## config.mk

```make
export PLATFORM = sky130hd
export DESIGN_NAME = fetch_stage_flat
export DESIGN_NICKNAME = d
export VERILOG_FILES = /design/src/rtl/fetch_stage_if.sv /design/src/rtl/fetch_stage.sv /design/src/flat_wrapper.sv
export SDC_FILE = /design/constraint.sdc
export NUM_CORES = 1
export LEC_CHECK = 0
export CORE_AREA = 5 5 79 81
export DETAILED_ROUTE_END_ITERATION = 6
export DIE_AREA = 0 0 84 86
export HOLD_SLACK_MARGIN = 0.12
export PLACE_DENSITY = 0.85
export REMOVE_ABC_BUFFERS = 1
export SLEW_MARGIN = 30
export SYNTH_ARGS = -nofsm -noshare
export SYNTH_HDL_FRONTEND = slang
export SYNTH_SLANG_ARGS = --single-unit
```

## constraint.sdc

```tcl
create_clock -name clk -period 2.68 [get_ports clk]
set_input_delay 0.268 -clock clk [delete_from_list [all_inputs] [get_ports clk]]
set_output_delay 0.268 -clock clk [all_outputs]
set_load 0.03 [all_outputs]
```

## src/rtl/fetch_stage_if.sv

```systemverilog
// Fetch-stage bundle: decode-side control, imem read port and IF/ID latch outputs.
// Pure wiring, no latency of its own.
// Backpressure is carried by stall_en (decode) and imem_ready (memory).
interface fetch_stage_if;
    logic        stall_en;
    logic        branch_taken;
    logic [15:0] branch_target;
    logic [15:0] imem_instr;
    logic        imem_ready;
    logic [15:0] imem_addr;
    logic        imem_req;
    logic [15:0] if_id_instr;
    logic [15:0] if_id_pc_plus2;
    logic        if_id_valid;
    logic        halted;

    // Seen from the fetch stage itself
    modport master (
        input  stall_en, branch_taken, branch_target, imem_instr, imem_ready,
        output imem_addr, imem_req, if_id_instr, if_id_pc_plus2, if_id_valid, halted
    );

    // Seen from the surrounding pipeline / memory
    modport slave (
        output stall_en, branch_taken, branch_target, imem_instr, imem_ready,
        input  imem_addr, imem_req, if_id_instr, if_id_pc_plus2, if_id_valid, halted
    );
endinterface

```

## src/rtl/fetch_stage.sv

```systemverilog
// PC register, next-PC select and IF/ID latch for the 16-bit 5-stage pipeline.
// Latency: instruction fetched at edge N is on the IF/ID outputs right after edge N.
// Backpressure: decode stall holds everything; imem miss holds PC and inserts bubbles.
module fetch_stage #(
    parameter logic [15:0] RESET_PC   = 16'h0000,
    parameter logic [3:0]  HLT_OPCODE = 4'hF,
    parameter logic [15:0] NOP_INSTR  = 16'h0000
) (
    input  logic          clk,
    input  logic          rst_n,
    fetch_stage_if.master bus
);

    logic [15:0] pc_q, pc_d;
    logic [15:0] instr_q, instr_d;
    logic [15:0] pc_plus2_q, pc_plus2_d;
    logic        valid_q, valid_d;
    logic        halted_q, halted_d;
    logic [15:0] pc_plus2;

    // Sequential increment wraps naturally at 16 bits
    assign pc_plus2 = pc_q + 16'd2;

    // Next-state select in priority order: stall, redirect, halt, miss, fetch
    always_comb begin
        pc_d       = pc_q;
        instr_d    = instr_q;
        pc_plus2_d = pc_plus2_q;
        valid_d    = valid_q;
        halted_d   = halted_q;
        if (bus.stall_en) begin
            // Branch resolution is not trustworthy while decode is stalled
        end else if (bus.branch_taken) begin
            // Redirect and squash the wrong-path instruction, including a latched HLT
            pc_d       = bus.branch_target;
            instr_d    = NOP_INSTR;
            pc_plus2_d = 16'h0000;
            valid_d    = 1'b0;
            halted_d   = 1'b0;
        end else if (halted_q) begin
            // Frozen until a redirect or reset
        end else if (!bus.imem_ready) begin
            instr_d    = NOP_INSTR;
            pc_plus2_d = 16'h0000;
            valid_d    = 1'b0;
        end else begin
            instr_d    = bus.imem_instr;
            pc_plus2_d = pc_plus2;
            valid_d    = 1'b1;
            if (bus.imem_instr[15:12] == HLT_OPCODE) begin
                halted_d = 1'b1;
            end else begin
                pc_d = pc_plus2;
            end
        end
    end

    // State registers with synchronous reset taking priority over everything
    always_ff @(posedge clk) begin
        if (!rst_n) begin
            pc_q       <= RESET_PC;
            instr_q    <= NOP_INSTR;
            pc_plus2_q <= 16'h0000;
            valid_q    <= 1'b0;
            halted_q   <= 1'b0;
        end else begin
            pc_q       <= pc_d;
            instr_q    <= instr_d;
            pc_plus2_q <= pc_plus2_d;
            valid_q    <= valid_d;
            halted_q   <= halted_d;
        end
    end

    assign bus.imem_addr      = pc_q;
    assign bus.imem_req       = ~halted_q & rst_n;
    assign bus.if_id_instr    = instr_q;
    assign bus.if_id_pc_plus2 = pc_plus2_q;
    assign bus.if_id_valid    = valid_q;
    assign bus.halted         = halted_q;

endmodule

```

## src/flat_wrapper.sv

```systemverilog
// flat-port wrapper written by rule: the top's interface ports become plain ports
module fetch_stage_flat 
#(
    parameter logic [15:0] RESET_PC   = 16'h0000,
    parameter logic [3:0]  HLT_OPCODE = 4'hF,
    parameter logic [15:0] NOP_INSTR  = 16'h0000
)
  (clk, rst_n, bus_stall_en, bus_branch_taken, bus_branch_target, bus_imem_instr, bus_imem_ready, bus_imem_addr, bus_imem_req, bus_if_id_instr, bus_if_id_pc_plus2, bus_if_id_valid, bus_halted);
  fetch_stage_if bus_i ();
  input  logic clk;
  input  logic rst_n;
  input wire logic [$bits(bus_i.stall_en)-1:0] bus_stall_en;
  input wire logic [$bits(bus_i.branch_taken)-1:0] bus_branch_taken;
  input wire logic [$bits(bus_i.branch_target)-1:0] bus_branch_target;
  input wire logic [$bits(bus_i.imem_instr)-1:0] bus_imem_instr;
  input wire logic [$bits(bus_i.imem_ready)-1:0] bus_imem_ready;
  output wire logic [$bits(bus_i.imem_addr)-1:0] bus_imem_addr;
  output wire logic [$bits(bus_i.imem_req)-1:0] bus_imem_req;
  output wire logic [$bits(bus_i.if_id_instr)-1:0] bus_if_id_instr;
  output wire logic [$bits(bus_i.if_id_pc_plus2)-1:0] bus_if_id_pc_plus2;
  output wire logic [$bits(bus_i.if_id_valid)-1:0] bus_if_id_valid;
  output wire logic [$bits(bus_i.halted)-1:0] bus_halted;
  assign bus_i.stall_en = bus_stall_en;
  assign bus_i.branch_taken = bus_branch_taken;
  assign bus_i.branch_target = bus_branch_target;
  assign bus_i.imem_instr = bus_imem_instr;
  assign bus_i.imem_ready = bus_imem_ready;
  assign bus_imem_addr = bus_i.imem_addr;
  assign bus_imem_req = bus_i.imem_req;
  assign bus_if_id_instr = bus_i.if_id_instr;
  assign bus_if_id_pc_plus2 = bus_i.if_id_pc_plus2;
  assign bus_if_id_valid = bus_i.if_id_valid;
  assign bus_halted = bus_i.halted;
  fetch_stage #(.RESET_PC(RESET_PC), .HLT_OPCODE(HLT_OPCODE), .NOP_INSTR(NOP_INSTR)) u_core (.clk(clk), .rst_n(rst_n), .bus(bus_i));
endmodule
```

* Word-level counts from Yosys, hierarchy flattened
Cells that the tools add are included.
W data, S select, Z words.
** Cells by class
- Add/subtract/negate cells :: 1
- Equality and inequality tests :: 3
- Mux-type cells :: 17
- Bitwise logic cells :: 3
- Reduce and logical (&&, ||, !) cells :: 3
** Operator list (count)
- $mux W16 :: 10
- $add A16 B2 Y16 const B :: 1
- $mux W1 :: 7
- $eq A4 B4 Y1 const B :: 1
- $ne A2 B2 Y1 const B :: 2
- $reduce_and A4 Y1 :: 1
- $not A1 Y1 :: 2
- $reduce_and A2 Y1 :: 1
- $reduce_bool A2 Y1 :: 1
- $and A1 B1 Y1 :: 1
** Storage, ports and cells
- Register bits after elaboration :: 50
- Output and inout bits :: 51
- Word-level logic and storage cells :: 32

* Depth between registers and ports, before layout
- Depth after elaboration :: 5
- Depth in mapped cells :: 6
- Depth with buffers taken out :: 5

* Worst setup path before layout
No wires, ideal clock.
- Kind :: reg2reg
- Start point :: reg u_core.pc_q[1], in the netlist u_core.bus.imem_addr[1]
- End point :: reg u_core.pc_q[15], in the netlist u_core.bus.imem_addr[15]
- Data arrival time :: 2012 ps
- Data required time :: 2548 ps
- Setup slack :: 536 ps
- Stages on the path, launching flop included :: 6
- Buffers on the path :: 0
- Period minus slack after synthesis :: 2144 ps
- Path through :: dfxtp_1 ha_1 nand3_1 or4_1 a211oi_1 o32ai_1
** On the way
- Cells in the longest elaborated chain, start to end :: 5
** RTL lines
- start: declaration :: line fetch_stage.sv:14 : logic [15:0] pc_q, pc_d;
- start signal: assignment :: line fetch_stage.sv:67 : pc_q <= pc_d;
- $add A16 B2 Y16 :: line fetch_stage.sv:22 : assign pc_plus2 = pc_q + 16'd2;
- $mux W16 :: line fetch_stage.sv:50 : if (bus.imem_instr[15:12] == HLT_OPCODE) begin
- $mux W16 :: line fetch_stage.sv:42 : end else if (!bus.imem_ready) begin
- $mux W16 :: line fetch_stage.sv:40 : end else if (halted_q) begin
- $mux W16 :: line fetch_stage.sv:33 : end else if (bus.branch_taken) begin
Every way passes these cells. The select of a mux whose other input is x is not followed.
A chain may end at the register's enable or synchronous reset.

* Worst setup path after layout
Ends and elaborated chain as after synthesis.

==> results.yml <==
status:
  outcome: "complete, no violations"
synthesis:
  synthTopCellsByArea: "dfxtp_1 (43%), a22oi_1 (7.5%), nor2_1 (5.3%)"
  yosysTopAreaCellShare: 0.432
  netlist_area_um2: 2320
  synth_flop_cell: "dfxtp_1"
  yosysWarnings: 0
  synth_top_area_cell: "dfxtp_1"
  yosysSeqAreaShare: 0.432
  synth_compound_area_frac: 0.266
  synth-adder-area-share: 0.00540
  synth_xor_area_frac: 0.0303
  synth.ff_latch_count: 50
  async_reset_ff_frac: 0
  synthSimpleGateAreaFrac: 0.214
  synth_cells: 275
  muxShareOfSynthArea: 0.00432
  ys_types: 47
  synth_top_family_by_area: "compound AO/OA/AOI/OAI gates"
  syn_avg_cell_area_um2: 8.42
  synth-edff-count: 0
sta:
  finalMaxSlewViolations: 0
  rsz0062_at_grt: "false"
  final.period_utilization: 0.873
  worst_slew_pin_slew_ps: 650
  setup_viol: 0
  period_needed_ps: 2340
  max-slew-margin-rel: 0.567
  fin_skew_ps: 7.64
  whs_ps: 459
  fmax_mhz: 428
  tns_ps: 0
  hold_viol_final: 0
pwr:
  comb_power_share: 0.181
  vdd_drop_max_mv: 0.356
  swShare: 0.275
  cellInternalPower_mw: 1.10
  p_sw_uw: 420
  p_per_area_nw_per_um2: 453
  cellLeakagePower_nw: 1.15
  clkPwrFrac: 0.297
  seq_power_share: 0.522
cts:
  tritoncts: "done"
  cts_resized: 0
  htreeDepth: 2
  cts_setup_buffers: 0
  clock_latency_ps: 300
  cts_sinks: 50
  clk_pin_slew_worst_paths_ps: 90
  cts.hold.buffers_added: 0
  cts_buffers: 5
  clockRootBuffer: "clkbuf_8"
  clk_path_buf_depth: 2
floorplan:
  num_io_pins: 88
  die_w_um: 84
  die-height_um: 86
  rows: 27
  core_um2: 5410
  start_util: 0.428
  dieArea_um2: 7220
final_layout:
  layout.nets: 395
  layout-drive-gt1-share: 0.0726
  syn2layout_area_growth_pct: 45.3
  antenna-diode-count: 0
routing:
  vias_per_cell: 5.68
  drc: 0
  firstDrtPassIters: 4
  vias: 2441
  totalWireLength_um: 6710
  antenna_left: 0
  dr_wl_met3_um: 494
  top_layer: "met4"
  initialDrtViolationCount: 169
  wl_met1_um: 2960
  wl_per_cell_um: 15.6
  met2_length_um: 3140
setup_path:
  start_kind: "flip-flop"
  cp_slowest_cell: "or4_1"
  r2r_cells: 5
  worstSetupPathType: "flip-flop to flip-flop"
  cp_cell_sequence: "ha_1 > nand3_1 > or4_1 > a211oi_1 > o32ai_1"
  rr_startpoint: "u_core.bus.imem_addr[1]$_SDFFE_PN0P_"
  cpLargestDelayFamily: "simple AND/OR/NAND/NOR gates"
  cpPeakStageDelay_ps: 630
  regToRegSetupSlack_ps: 340
  crit_path_max_fanout: 10
  cp.arrival_ps: 2530
  worstReg2RegEnd: "u_core.bus.imem_addr[15]$_SDFFE_PN0P_"
  cp_num_buf_inv: 0
  crit_required_ps: 2870
  worstSetupEndpointType: "flip-flop"
hold_path:
  hold_start: "u_core.bus.if_id_pc_plus2[8]$_SDFFE_PN0P_"
  min_to: "u_core.bus.if_id_pc_plus2[8]$_SDFFE_PN0P_"
  hold_path_class: "flip-flop to flip-flop"
  whs_path_depth: 2
place:
  hpwlAfterDp_um: 4800
  gp_congestion: 0.846
  portBuffers: 87
grt:
  grt_start_max_net_pins: 34
  antenna_found_initial: 0
  grt_usage: 0.182
  grt_pass1_wl_um: 10900
  grt_pass1_vias: 2314
  grt_overflow: 0
run:
  maxCapViolCount: 0
## registers in the layout, summed over array words and instances, names as in the netlist
signal	flops
u_core.bus.halted	1
u_core.bus.if_id_instr	16
u_core.bus.if_id_pc_plus2	16
u_core.bus.if_id_valid	1
u_core.bus.imem_addr	16
## placed cells by master (no fill, tap or decap), drive strengths merged, types with 4 or more instances in the layout
master,netlist,routed
a21oi,10,10
o21ai,14,14
buf,4,12
a22oi,23,23
clkbuf,19,7
o31ai,9,9
xnor2,5,5
nand3,13,13
inv,5,5
nor2,33,33
nor3,12,12
nand4,4,4
nand2,19,19
clkdlybuf4s50,0,86
a31oi,4,4
a211oi,4,4
o311ai,5,5
dfxtp,50,50
## metrics by stage
step	power, mW	worst slack [ps]	utilization	cell area [µm²]	instances
final	1.52	341	0.623	3370	430
after CTS	1.54	396	0.623	3370	430
after global placement	1.08	441	0.606	3270	422
after floorplan	0.933	499	-	2230	252
after detailed placement	1.09	414	0.606	3270	422
after global routing	1.59	169	0.623	3370	430
## synthesized netlist by cell type, types with 4 or more instances
| cell type | instances |
|---|---|
| dfxtp_1 | 50 |
| nor2_1 | 33 |
| a22oi_1 | 23 |
| clkbuf_1 | 19 |
| nand2_1 | 19 |
| nand3_1 | 13 |
| nor3_1 | 11 |
| a21oi_1 | 10 |
| o21ai_0 | 9 |
| o31ai_1 | 9 |
| inv_1 | 5 |
| o21ai_1 | 5 |
| o311ai_0 | 5 |
| xnor2_1 | 5 |
| a211oi_1 | 4 |
| a31oi_1 | 4 |
## cells by family (layout without fill, tap and decap cells)
logic type | Yosys count | after routing
AOI/OAI and AO/OA | 88 | 88
xor gates and xnor gates | 8 | 8
adders and majority gates | 1 | 1
muxes | 1 | 1
buffers and inverters | 28 | 111
and+or+nand+nor | 99 | 99
DFF | 50 | 50
## area by class of cell
type	count	area (µm²)
Fill cell	484	2040
Clock inverter	1	5.00
Sequential cell	50	1000
Tap cell	72	90.1
Inverter	5	18.8
Multi-Input combinational cell	197	1210
Timing Repair Buffer	98	951
Clock buffer	7	86.3
## power groups by stage
stage,sequential [mW],combinational [mW],clock (mW)
floorplan,0.850,0.0831,0
global placement,0.812,0.273,0
detailed placement,0.813,0.276,0
CTS,0.795,0.277,0.465
global route,0.800,0.299,0.492
finish,0.796,0.276,0.452
## worst register-to-register path, cell delays in order, from the launching register on
cell	delay (ps)
dfxtp_1	540
ha_1	320
nand3_1	370
or4_1	640
a211oi_1	250
o32ai_1	110
## routing by layer
metal | vias up | GRT usage
li1 | 1179 | -
met1 | 1148 | 0.229
met2 | 101 | 0.295
met3 | 13 | 0.0528
met4 | 0 | 0.0716
met5 | - | 0
## how the worst max path moves through the flow
| stage | startpoint | endpoint | slack (ps) | cells after the start |
|---|---|---|---|---|
| 2_1_floorplan | u_core.bus.imem_addr[1]$_SDFFE_PN0P_ | u_core.bus.imem_addr[15]$_SDFFE_PN0P_ | 500 | 5 |
| 3_3_place_gp | u_core.bus.imem_addr[1]$_SDFFE_PN0P_ | u_core.bus.imem_addr[15]$_SDFFE_PN0P_ | 440 | 5 |
| 3_5_place_dp | u_core.bus.imem_addr[1]$_SDFFE_PN0P_ | u_core.bus.imem_addr[15]$_SDFFE_PN0P_ | 410 | 5 |
| 4_1_cts | u_core.bus.imem_addr[1]$_SDFFE_PN0P_ | u_core.bus.imem_addr[15]$_SDFFE_PN0P_ | 400 | 5 |
| 5_1_grt | u_core.bus.imem_addr[1]$_SDFFE_PN0P_ | u_core.bus.imem_addr[15]$_SDFFE_PN0P_ | 170 | 5 |
| 6_report | u_core.bus.imem_addr[1]$_SDFFE_PN0P_ | u_core.bus.imem_addr[15]$_SDFFE_PN0P_ | 340 | 5 |
Note: power is estimated with default switching activity, not from simulation.
